`src/rtl/controle_execucao_pkg.sv`:
```
// Shared definitions for the execution sequencer: state codes (also used by the
// board display logic) and a width helper.
// Optional feature macro: PONTO_PARADA_EN (adds the PONTO breakpoint state).
package controle_execucao_pkg;

  localparam int ESTADO_W = 3;

  typedef enum logic [ESTADO_W-1:0] {
    INICIO     = 3'd0,
    EXEC       = 3'd1,
    PASSO      = 3'd2,
    ESPERA_ENT = 3'd3,
    CARGA_ENT  = 3'd4,
`ifdef PONTO_PARADA_EN
    PARADO     = 3'd5,
    PONTO      = 3'd6
`else
    PARADO     = 3'd5
`endif
  } estado_t;

  // Bits needed to count 0..n-1 (at least one bit).
  function automatic int largura(input int n);
    return (n < 2) ? 1 : $clog2(n);
  endfunction

endpackage

```
`src/rtl/controle_execucao_if.sv`:
```
// Datapath-side bundle of the execution sequencer: control-unit flags and PC in,
// tick, input latch, tick counter and state code out.
// Optional feature macro: PONTO_PARADA_EN (adds the pontoParada address).
interface controle_execucao_if;

  logic                                      BreakFlag;
  logic                                      EntradaFlag;
  logic [31:0]                               SaidaPC;
`ifdef PONTO_PARADA_EN
  logic [31:0]                               pontoParada;
`endif
  logic                                      clock;
  logic [31:0]                               entradaLatch;
  logic [31:0]                               contadorCiclos;
  logic [controle_execucao_pkg::ESTADO_W-1:0] estado;

`ifdef PONTO_PARADA_EN
  modport master (
    input  BreakFlag, EntradaFlag, SaidaPC, pontoParada,
    output clock, entradaLatch, contadorCiclos, estado
  );
  modport slave (
    output BreakFlag, EntradaFlag, SaidaPC, pontoParada,
    input  clock, entradaLatch, contadorCiclos, estado
  );
`else
  modport master (
    input  BreakFlag, EntradaFlag, SaidaPC,
    output clock, entradaLatch, contadorCiclos, estado
  );
  modport slave (
    output BreakFlag, EntradaFlag, SaidaPC,
    input  clock, entradaLatch, contadorCiclos, estado
  );
`endif

endinterface

```
`src/rtl/controle_execucao_filtro_botao.sv`:
```
// Push-button filter: 2-FF synchronizer, debounce counter and a one-cycle event
// on each accepted 0->1 transition of the debounced level.
module filtro_botao
  import controle_execucao_pkg::*;
#(
  parameter int DEBOUNCE = 500000
) (
  input  logic clk,
  input  logic rst_n,
  input  logic botao,
  output logic evento
);

  localparam int               CNT_W   = largura(DEBOUNCE);
  localparam logic [CNT_W-1:0] CNT_MAX = CNT_W'(DEBOUNCE - 1);

  logic             sinc1_q, sinc1_d;
  logic             sinc2_q, sinc2_d;
  logic             estavel_q, estavel_d;
  logic             evento_q, evento_d;
  logic [CNT_W-1:0] cnt_q, cnt_d;

  // Accept a new level only after DEBOUNCE consecutive cycles that differ from the current one.
  always_comb begin
    sinc1_d   = botao;
    sinc2_d   = sinc1_q;
    estavel_d = estavel_q;
    cnt_d     = cnt_q;
    evento_d  = 1'b0;
    if (sinc2_q == estavel_q) begin
      cnt_d = '0;
    end else if (cnt_q == CNT_MAX) begin
      estavel_d = sinc2_q;
      cnt_d     = '0;
      evento_d  = sinc2_q;
    end else begin
      cnt_d = cnt_q + CNT_W'(1);
    end
  end

  // Filter state register.
  always_ff @(posedge clk or negedge rst_n) begin
    if (!rst_n) begin
      sinc1_q   <= 1'b0;
      sinc2_q   <= 1'b0;
      estavel_q <= 1'b0;
      evento_q  <= 1'b0;
      cnt_q     <= '0;
    end else begin
      sinc1_q   <= sinc1_d;
      sinc2_q   <= sinc2_d;
      estavel_q <= estavel_d;
      evento_q  <= evento_d;
      cnt_q     <= cnt_d;
    end
  end

  assign evento = evento_q;

endmodule

```
`src/rtl/controle_execucao.sv`:
```
// Execution sequencer: issues the one-cycle datapath tick from a free-running
// divider (run mode) or a debounced step button, stops on break instructions and
// stalls on input instructions until the user confirms the switch value.
// Optional feature macro: PONTO_PARADA_EN (breakpoint address with PONTO state).
module controle_execucao
  import controle_execucao_pkg::*;
#(
  parameter int DIVISOR  = 25000000,
  parameter int DEBOUNCE = 500000
) (
  input  logic                 clkFPGA,
  input  logic                 Reset,
  input  logic                 modoPasso,
  input  logic                 botaoPasso,
  input  logic                 botaoEntrada,
  input  logic [4:0]           entradaFPGA,
  controle_execucao_if.master  dp
);

  localparam int               DIV_W   = largura(DIVISOR);
  localparam logic [DIV_W-1:0] DIV_MAX = DIV_W'(DIVISOR - 1);

  estado_t          estado_q, estado_d;
  logic [DIV_W-1:0] div_q, div_d;
  logic             clock_q, clock_d;
  logic [31:0]      latch_q, latch_d;
  logic [31:0]      cnt_q, cnt_d;
  logic             modo_s1_q, modo_s1_d, modo_q, modo_d;
  logic [4:0]       ent_s1_q, ent_s1_d, ent_q, ent_d;
  logic             ev_passo, ev_entrada;
  logic             pedido;
  logic             parada_hit;

  filtro_botao #(.DEBOUNCE(DEBOUNCE)) u_filtro_passo (
    .clk(clkFPGA), .rst_n(Reset), .botao(botaoPasso), .evento(ev_passo)
  );

  filtro_botao #(.DEBOUNCE(DEBOUNCE)) u_filtro_entrada (
    .clk(clkFPGA), .rst_n(Reset), .botao(botaoEntrada), .evento(ev_entrada)
  );

`ifdef PONTO_PARADA_EN
  assign parada_hit = (dp.SaidaPC == dp.pontoParada);
`else
  // The PC only matters to the breakpoint comparator.
  logic unused_pc;
  assign unused_pc  = ^dp.SaidaPC;
  assign parada_hit = 1'b0;
`endif

  // Next state, divider, tick and counters; a tick request is resolved against the flags.
  always_comb begin
    estado_d  = estado_q;
    div_d     = '0;
    clock_d   = 1'b0;
    latch_d   = latch_q;
    cnt_d     = cnt_q;
    modo_s1_d = modoPasso;
    modo_d    = modo_s1_q;
    ent_s1_d  = entradaFPGA;
    ent_d     = ent_s1_q;
    pedido    = 1'b0;
    case (estado_q)
      INICIO:     estado_d = modo_q ? PASSO : EXEC;
      EXEC: begin
        if (modo_q)                estado_d = PASSO;
        else if (div_q == DIV_MAX) pedido   = 1'b1;
        else                       div_d    = div_q + DIV_W'(1);
      end
      // A press landing on the cycle right after a tick is dropped so ticks never touch.
      PASSO: begin
        if (!modo_q) estado_d = EXEC;
        else         pedido   = ev_passo && !clock_q;
      end
      ESPERA_ENT: begin
        if (ev_entrada) begin
          latch_d  = {27'b0, ent_q};
          estado_d = CARGA_ENT;
        end
      end
      CARGA_ENT: begin
        clock_d  = 1'b1;
        cnt_d    = cnt_q + 32'd1;
        estado_d = modo_q ? PASSO : EXEC;
      end
      PARADO:     estado_d = PARADO;
`ifdef PONTO_PARADA_EN
      PONTO: begin
        if (ev_passo) begin
          clock_d  = 1'b1;
          cnt_d    = cnt_q + 32'd1;
          estado_d = modo_q ? PASSO : EXEC;
        end
      end
`endif
      default:    estado_d = INICIO;
    endcase
    if (pedido) begin
      if (dp.BreakFlag)        estado_d = PARADO;
      else if (dp.EntradaFlag) estado_d = ESPERA_ENT;
`ifdef PONTO_PARADA_EN
      else if (parada_hit)     estado_d = PONTO;
`endif
      else begin
        clock_d = 1'b1;
        cnt_d   = cnt_q + 32'd1;
      end
    end
  end

  // State register; Reset clears everything, including mid-operation.
  always_ff @(posedge clkFPGA or negedge Reset) begin
    if (!Reset) begin
      estado_q  <= INICIO;
      div_q     <= '0;
      clock_q   <= 1'b0;
      latch_q   <= '0;
      cnt_q     <= '0;
      modo_s1_q <= 1'b0;
      modo_q    <= 1'b0;
      ent_s1_q  <= '0;
      ent_q     <= '0;
    end else begin
      estado_q  <= estado_d;
      div_q     <= div_d;
      clock_q   <= clock_d;
      latch_q   <= latch_d;
      cnt_q     <= cnt_d;
      modo_s1_q <= modo_s1_d;
      modo_q    <= modo_d;
      ent_s1_q  <= ent_s1_d;
      ent_q     <= ent_d;
    end
  end

  assign dp.clock          = clock_q;
  assign dp.entradaLatch   = latch_q;
  assign dp.contadorCiclos = cnt_q;
  assign dp.estado         = estado_q;

endmodule

```
`src/flat_wrapper.sv`:
```
// flat-port wrapper written by rule: the top's interface ports become plain ports
module controle_execucao_flat import controle_execucao_pkg::*;
#(
  parameter int DIVISOR  = 25000000,
  parameter int DEBOUNCE = 500000
)
  (clkFPGA, Reset, modoPasso, botaoPasso, botaoEntrada, entradaFPGA, dp_BreakFlag, dp_EntradaFlag, dp_SaidaPC, dp_clock, dp_entradaLatch, dp_contadorCiclos, dp_estado);
  controle_execucao_if dp_i ();
  input  logic clkFPGA;
  input  logic Reset;
  input  logic modoPasso;
  input  logic botaoPasso;
  input  logic botaoEntrada;
  input  logic [4:0] entradaFPGA;
  input wire logic [$bits(dp_i.BreakFlag)-1:0] dp_BreakFlag;
  input wire logic [$bits(dp_i.EntradaFlag)-1:0] dp_EntradaFlag;
  input wire logic [$bits(dp_i.SaidaPC)-1:0] dp_SaidaPC;
  output wire logic [$bits(dp_i.clock)-1:0] dp_clock;
  output wire logic [$bits(dp_i.entradaLatch)-1:0] dp_entradaLatch;
  output wire logic [$bits(dp_i.contadorCiclos)-1:0] dp_contadorCiclos;
  output wire logic [$bits(dp_i.estado)-1:0] dp_estado;
  assign dp_i.BreakFlag = dp_BreakFlag;
  assign dp_i.EntradaFlag = dp_EntradaFlag;
  assign dp_i.SaidaPC = dp_SaidaPC;
  assign dp_clock = dp_i.clock;
  assign dp_entradaLatch = dp_i.entradaLatch;
  assign dp_contadorCiclos = dp_i.contadorCiclos;
  assign dp_estado = dp_i.estado;
  controle_execucao #(.DIVISOR(DIVISOR), .DEBOUNCE(DEBOUNCE)) u_core (.clkFPGA(clkFPGA), .Reset(Reset), .modoPasso(modoPasso), .botaoPasso(botaoPasso), .botaoEntrada(botaoEntrada), .entradaFPGA(entradaFPGA), .dp(dp_i));
endmodule
```
`config.mk`:
```
export PLATFORM = sky130hd
export DESIGN_NAME = controle_execucao_flat
export DESIGN_NICKNAME = d
export VERILOG_FILES = /design/src/rtl/controle_execucao_pkg.sv /design/src/rtl/controle_execucao_if.sv /design/src/rtl/controle_execucao_filtro_botao.sv /design/src/rtl/controle_execucao.sv /design/src/flat_wrapper.sv
export SDC_FILE = /design/constraint.sdc
export NUM_CORES = 1
export LEC_CHECK = 0
export CORE_ASPECT_RATIO = 1.4
export CORE_MARGIN = 4
export CORE_UTILIZATION = 52
export DETAILED_ROUTE_END_ITERATION = 7
export GPL_ROUTABILITY_DRIVEN = 0
export HOLD_SLACK_MARGIN = 0.06
export PLACE_DENSITY = 0.8
export SLEW_MARGIN = 20
export SYNTH_ARGS = -nofsm -noshare
export SYNTH_HDL_FRONTEND = slang
export SYNTH_SLANG_ARGS = --single-unit
```
`constraint.sdc`:
```
create_clock -name clkFPGA -period 2.45 [get_ports clkFPGA]
set_input_delay 0.735 -clock clkFPGA [delete_from_list [all_inputs] [get_ports clkFPGA]]
set_output_delay 0.735 -clock clkFPGA [all_outputs]
set_load 0.01 [all_outputs]
```
==> summary.txt, run 1 <==
Run status
  – Outcome: completed

Die
  – Ports: 112
  – Num rows: 45
  – Full die area: 13230 µm²
  – Die Y: 134.5 µm
  – Core region area: 11040 µm²
  – Initial Util: 0.5385
  – Die width: 98.36 µm

Critical path
  – Max stage delay on crit path: 650 ps
  – CP max stage cell: clkdlybuf4s50_1
  – Cell family with most CP delay: buffers and inverters
  – CP max FO: 10
  – Crit path required time: 1710 ps
  – CP startpoint kind: register
  – Reg2reg setup slack: 290 ps
  – Crit-path cells: clkdlybuf4s50_1
  – Worst Path Buf+Inv: 1
  – Critical Path End Type: primary output
  – WP data arrival: 1560 ps
  – Worst setup path class: reg -> out

GRT
  – First-pass GRT wire length: 21020 µm
  – GRT Total Usage: 0.1938
  – Pin count of the biggest net entering global routing: 52
  – GRT overflow: 0
  – Initial antenna violation count: 0
  – Number of global-route vias before repair: 4405

Clock tree
  – Hold_buf cts: 0
  – Clock Sinks: 124
  – Clk slew on worst S/H paths: 60 ps
  – H-tree Lvls: 4
  – Post-CTS setup buffer count: 0
  – Clock root buffer: clkbuf_16
  – Post_cts resized: 0
  – Num CTS Buffers: 17
  – CTS tree: done
  – Worst skew pair latency: 410 ps
  – CTS max path bufs: 2

Yosys
  – Post-synthesis cell area: 5943 µm²
  – Post-synthesis sequential area ratio: 0.5221
  – Yosys warnings: 0
  – Avg Cell Area, Syn: 10.59 µm²
  – #FFs+latches synth: 124
  – Post-synthesis cell count: 561
  – Distinct cell type count after synthesis: 43

Power and ir drop
  – Pwr/cell area: 693.1 nW/µm²
  – Worst VDD drop: 613.1 µV
  – Power, Total: 4964 µW
  – Lkg Pwr: 0.002991 µW

STA
  – PnR worst setup slack: 155.4 ps
  – Crit path time final: 2295 ps
  – RSZ-0062 raised after global routing: no
  – Max Fclk: 0.4358 GHz
  – Fin. max-slew vios: 0
  – Fin crit share: 0.9366
  – Worst Tran Pin Value: 651.8 ps
  – Hold Slack: 272.8 ps
  – Clk_skew: 7.155 ps
  – Setup Viol. Count Final: 0
  – Slew HR: 0.5655
  – Final hold violations: 0

Route
  – Routed met2 length: 6220 µm
  – ANT nets after route: 0
  – Max layer used: met4
  – DRT Wirelength: 11740 µm
  – Via count: 4298
  – Drt drc: 0
  – Pre-antenna DRT Iters: 4
  – Routed length on met3: 599 µm
  – Iter 0 DRT Violations: 179
  – Wirelength per Cell: 15.16 µm
  – WL met1: 4709 µm
  – Via density: 5.553

Layout
  – Layout Nets: 668
  – Final Util: 0.6491
  – Post-route cell area: 7163 µm²
  – Layout cells sized above 1: 0.09321
  – Antenna Cells: 0
  – Syn-to-layout area delta: 20.53%

Placed design
  – Pre-CTS setup slack: -252.4 ps
  – # port buffers: 52
  – DP HPWL: 7919 µm
  – Area after DPL: 6553 µm²

Flow run
  – Max_cap viols: 0

Worst hold path
  – Class of the worst hold path: in -> async
[worst paths after layout]
check,startpoint,end,cells past startpoint
worst max-delay path,u_core.dp.estado[0],dp_estado[0],1
worst min-delay path,Reset,u_core.u_filtro_passo.cnt_q[10],1
worst max register to register,u_core.div_q[0],u_core.dp.contadorCiclos[30],7
worst min register to register,u_core.modo_d,u_core.modo_q,0
max in group asynchronous,Reset,u_core.u_filtro_entrada.cnt_q[14],2
min in group clkFPGA,u_core.modo_d,u_core.modo_q,0
[cell usage in the layout (no fill, tap or decap), types with 2 or more instances in the layout]
cell type and instances:
clkinv_4 3, conb_1 27, and3_1 20, and4_1 13, a21oi_1 2, nand2b_1 4
o21ai_0 10, buf_12 4, dfrtp_1 124, buf_4 7, mux2_2 8, nor4_1 13
clkdlybuf4s50_1 51, or2_2 2, nand2_1 26, clkinv_2 2, inv_1 7, xor2_1 20
and2_1 12, o211ai_1 11, nand4_1 19, or3b_2 2, o2111ai_1 15, nand3_1 21
bufinv_16 3, nor3_1 13, ha_1 4, nor2_1 77, clkbuf_16 17, clkinvlp_4 6
xnor2_1 69, nor3b_1 2, nor4b_1 4
[cells by family after synthesis]
family,synth area share
mux,0.01516
compound gates,0.05390
flops,0.5221
xor+xnor,0.1312
buf+inv,0.05684
simple gates,0.2118
other cells,0.0006310
fa+ha+maj,0.008421
[through the flow]
step | instances | TNS, ps
2_1_floorplan | 587 | 0
3_3_place_gp | 742 | -5110
3_5_place_dp | 742 | -5868
4_1_cts | 774 | 0
5_1_grt | 774 | 0
6_report | 774 | 0
[Yosys cell counts]
cell type,instances,share of area
a21oi_1,2,0.0017
buf_2,6,0.0051
o21ai_0,10,0.0084
or3b_2,2,0.0029
nand3b_1,1,0.0013
o31ai_2,1,0.0021
xnor2_1,69,0.10
nor4bb_1,1,0.0017
a22o_1,1,0.0015
nand2b_1,4,0.0042
and3_1,20,0.021
inv_2,1,0.00063
nand4_1,19,0.020
buf_4,28,0.035
inv_1,7,0.0044
conb_1,1,0.00063
nand2_1,26,0.016
nor4_1,13,0.014
or2_2,2,0.0021
nor3b_1,2,0.0025
a2bb2oi_1,1,0.0015
o2111ai_1,15,0.022
nor2_1,77,0.049
o211ai_1,11,0.014
or4_4,1,0.0019
xor2_1,20,0.029
mux2_2,8,0.015
ha_1,4,0.0084
buf_6,2,0.0038
nor4b_1,4,0.0059
a21o_1,1,0.0013
nor4_4,1,0.0036
or3_1,1,0.0011
o31a_1,1,0.0015
nand4bb_1,1,0.0019
clkbuf_1,12,0.0076
nor2b_1,1,0.0011
and4_1,13,0.019
nand4b_1,1,0.0015
nand3_1,21,0.018
dfrtp_1,124,0.52
and2_1,12,0.013
nor3_1,13,0.011
[flip-flops by register name, summed over array words and instances (netlist names), 3 cells and up]
name and flops:
u_core.div_q 25, u_core.dp.contadorCiclos 32, u_core.dp.entradaLatch 5, u_core.dp.estado 3
u_core.ent_d 5, u_core.ent_q 5, u_core.u_filtro_entrada.cnt_q 19, u_core.u_filtro_passo.cnt_q 19
[metal layers]
layer / vias up / global-route usage
li1: 2014 / -
met1: 2156 / 0.2310
met2: 107 / 0.3378
met3: 21 / 0.05271
met4: 0 / 0.06606
met5: - / 0
[layout make-up]
| cell class | instances | area [µm²] |
|---|---|---|
| sequential | 124 | 3103 |
| clock buffer | 18 | 439.2 |
| fill | 877 | 3872 |
| multi-input combinational | 407 | 2600 |
| clock inverter | 14 | 171.4 |
| inverter | 8 | 30.03 |
| tap | 141 | 176.4 |
| timing repair buffer | 62 | 643.1 |
[power breakdown]
part | internal, µW | switching, µW
Combinational | 107 | 175
Sequential | 2090 | 56.8
Clock | 1620 | 910
Total | 3820 | 1140
Power figures use the tool's default switching activity.
==> run 2: changes to the inputs <==
--- a/config.mk
+++ b/config.mk
@@ -7,11 +7,12 @@
 export LEC_CHECK = 0
 export CORE_ASPECT_RATIO = 1.4
 export CORE_MARGIN = 4
-export CORE_UTILIZATION = 52
+export CORE_UTILIZATION = 54
+export CTS_BUF_LIST = sky130_fd_sc_hd__clkbuf_8
 export DETAILED_ROUTE_END_ITERATION = 7
 export GPL_ROUTABILITY_DRIVEN = 0
 export HOLD_SLACK_MARGIN = 0.06
-export PLACE_DENSITY = 0.8
+export PLACE_DENSITY = 0.82
 export SLEW_MARGIN = 20
 export SYNTH_ARGS = -nofsm -noshare
 export SYNTH_HDL_FRONTEND = slang
==> constraint.sdc (replaced) <==
create_clock -name clkFPGA -period 2.45 [get_ports clkFPGA]
set_input_delay 0.245 -clock clkFPGA [delete_from_list [all_inputs] [get_ports clkFPGA]]
set_output_delay 0.245 -clock clkFPGA [all_outputs]
set_load 0.01 [all_outputs]
==> run 2 against run 1 <==
Compared with the run above:
- sequential share of layout area is 1.5 points higher
- global-route usage fell by 0.29 points
- via count shrank 1.5%
- largest power group is now registers
- highest routed layer unchanged
==> summary.txt, run 2 (synthesized netlist as in run 1, its figures left out) <==
Critical path
  – CP max FO: 27
  – Crit path depth: 7
  – Reg2reg setup slack: 240 ps
  – WP data arrival: 2520 ps
  – Crit Reg-Reg Startpoint: u_core.div_q[0]
  – CP startpoint kind: register
  – Max stage delay on crit path: 440 ps
  – Worst setup path class: reg -> reg
  – Cell family with most CP delay: simple AND/OR/NAND/NOR gates
  – Crit path required time: 2760 ps
  – R2R depth: 7
  – Critical Path End Type: register
  – Crit-path cells: ha_1, and2_1, nand4_1, nor4_4, buf_4, o2111ai_1, xnor2_1
  – CP max stage cell: dfrtp_1
  – Worst Path Buf+Inv: 1
  – RR Endpoint: u_core.dp.contadorCiclos[9]

Die
  – Full die area: 12770 µm²
  – Initial Util: 0.5498
  – Ports: 112
  – Core region area: 10810 µm²
  – Die width: 96.67 µm
  – Die Y: 132.1 µm
  – Num rows: 45

STA
  – RSZ-0062 raised after global routing: no
  – Fin Setup TNS: 0 ps
  – Fin crit share: 0.9025
  – PnR worst setup slack: 238.9 ps
  – Crit path time final: 2211 ps
  – Slew HR: 0.5502
  – Worst Tran Pin Value: 674.7 ps
  – Hold Slack: 250.8 ps
  – Clk_skew: 10.87 ps
  – Fin. max-slew vios: 0
  – Max Fclk: 0.4523 GHz
  – Final hold violations: 0
  – Setup Viol. Count Final: 0

Worst hold path
  – Hold Path Depth: 1
  – Hold EP: u_core.modo_d
  – Hold Path Origin: modoPasso
  – Class of the worst hold path: in -> reg

Clock tree
  – H-tree Lvls: 4
  – CTS max path bufs: 2
  – CTS tree: done
  – Clock Sinks: 124
  – Clock root buffer: clkbuf_8
  – Post-CTS setup buffer count: 0
  – Post_cts resized: 0
  – Clk slew on worst S/H paths: 70 ps
  – Num CTS Buffers: 17
  – Worst skew pair latency: 430 ps

Layout
  – Layout Nets: 665
  – Most frequent cells in the layout: 124 x dfrtp_1, 77 x nor2_1, 69 x xnor2_1
  – Largest register FFs: 32
  – # fillers: 839
  – Antenna Cells: 0
  – Syn-to-layout area delta: 16.44%
  – Most common cell after layout, fill and taps aside: dfrtp_1
  – Layout cells sized above 1: 0.07949

Placed design
  – # port buffers: 52
  – Pre-CTS setup slack: 262.3 ps
  – DP HPWL: 7887 µm

Route
  – Pre-antenna DRT Iters: 5
  – Via count: 4235
  – Drt drc: 0
  – ANT nets after route: 0
  – Wirelength per Cell: 15.38 µm
  – Iter 0 DRT Violations: 242
  – DRT Wirelength: 11840 µm
  – Via density: 5.500

GRT
  – Number of global-route vias before repair: 4358
  – First-pass GRT wire length: 20380 µm
  – GRT Total Usage: 0.1909
  – Pin count of the biggest net entering global routing: 57
  – Initial antenna violation count: 0
  – GRT overflow: 0

Power and ir drop
  – Pwr/cell area: 619.3 nW/µm²
  – Worst VDD drop: 411.7 µV
  – Lkg Pwr: 0.002916 µW

Flow run
  – Max_cap viols: 0

Run status
  – Outcome: completed
run 2: worst max path at each step:
stage | from | end | slack (ps)
3_3_place_gp | dp_EntradaFlag | u_core.dp.contadorCiclos[28] | 270
5_1_grt | u_core.div_q[10] | u_core.dp.contadorCiclos[5] | 90
3_5_place_dp | dp_EntradaFlag | u_core.dp.contadorCiclos[9] | 260
4_1_cts | u_core.div_q[0] | u_core.dp.contadorCiclos[16] | 240
2_1_floorplan | u_core.dp.estado[1] | u_core.dp.contadorCiclos[26] | 290
6_report | u_core.div_q[0] | u_core.dp.contadorCiclos[9] | 240
run 2: report_power, final:
group / switching, µW / leakage, µW / internal, µW
logic: 173 / 0.00101 / 103
registers: 60.0 / 0.00168 / 2090
clock network: 766 / 0.000227 / 1090
total: 999 / 0.00292 / 3290
run 2: per-stage QoR:
step,std cells,area (µm²),power (µW),util
2_1_floorplan,587,6041,2371,-
3_3_place_gp,738,6497,2452,0.6010
3_5_place_dp,738,6497,2464,0.6010
4_1_cts,770,6920,4318,0.6402
5_1_grt,770,6920,4436,0.6402
6_report,770,6920,4285,0.6402
run 2: routing by layer:
metal | up-vias | global-route usage | wire length (µm)
li1 | 2012 | - | -
met1 | 2085 | 0.2192 | 4820
met2 | 124 | 0.3322 | 6209
met3 | 14 | 0.05929 | 683
met4 | 0 | 0.07338 | 128
met5 | - | 0 | 0
run 2: what timing repair did:
item,4_1_cts,5_1_grt
hold endpoints to repair,31,0
hold buffers,1,0
setup endpoints to repair,0,0
run 2: cell type report:
class | count | area (µm²) | area share
Multi-Input combinational cell | 407 | 2600 | 0.3757
Inverter | 8 | 30.03 | 0.004339
Clock buffer | 21 | 289.0 | 0.04176
Sequential cell | 124 | 3103 | 0.4484
Timing Repair Buffer | 59 | 598.1 | 0.08642
Clock inverter | 10 | 123.9 | 0.01790
Tap cell | 141 | 176.4 | 0.02549
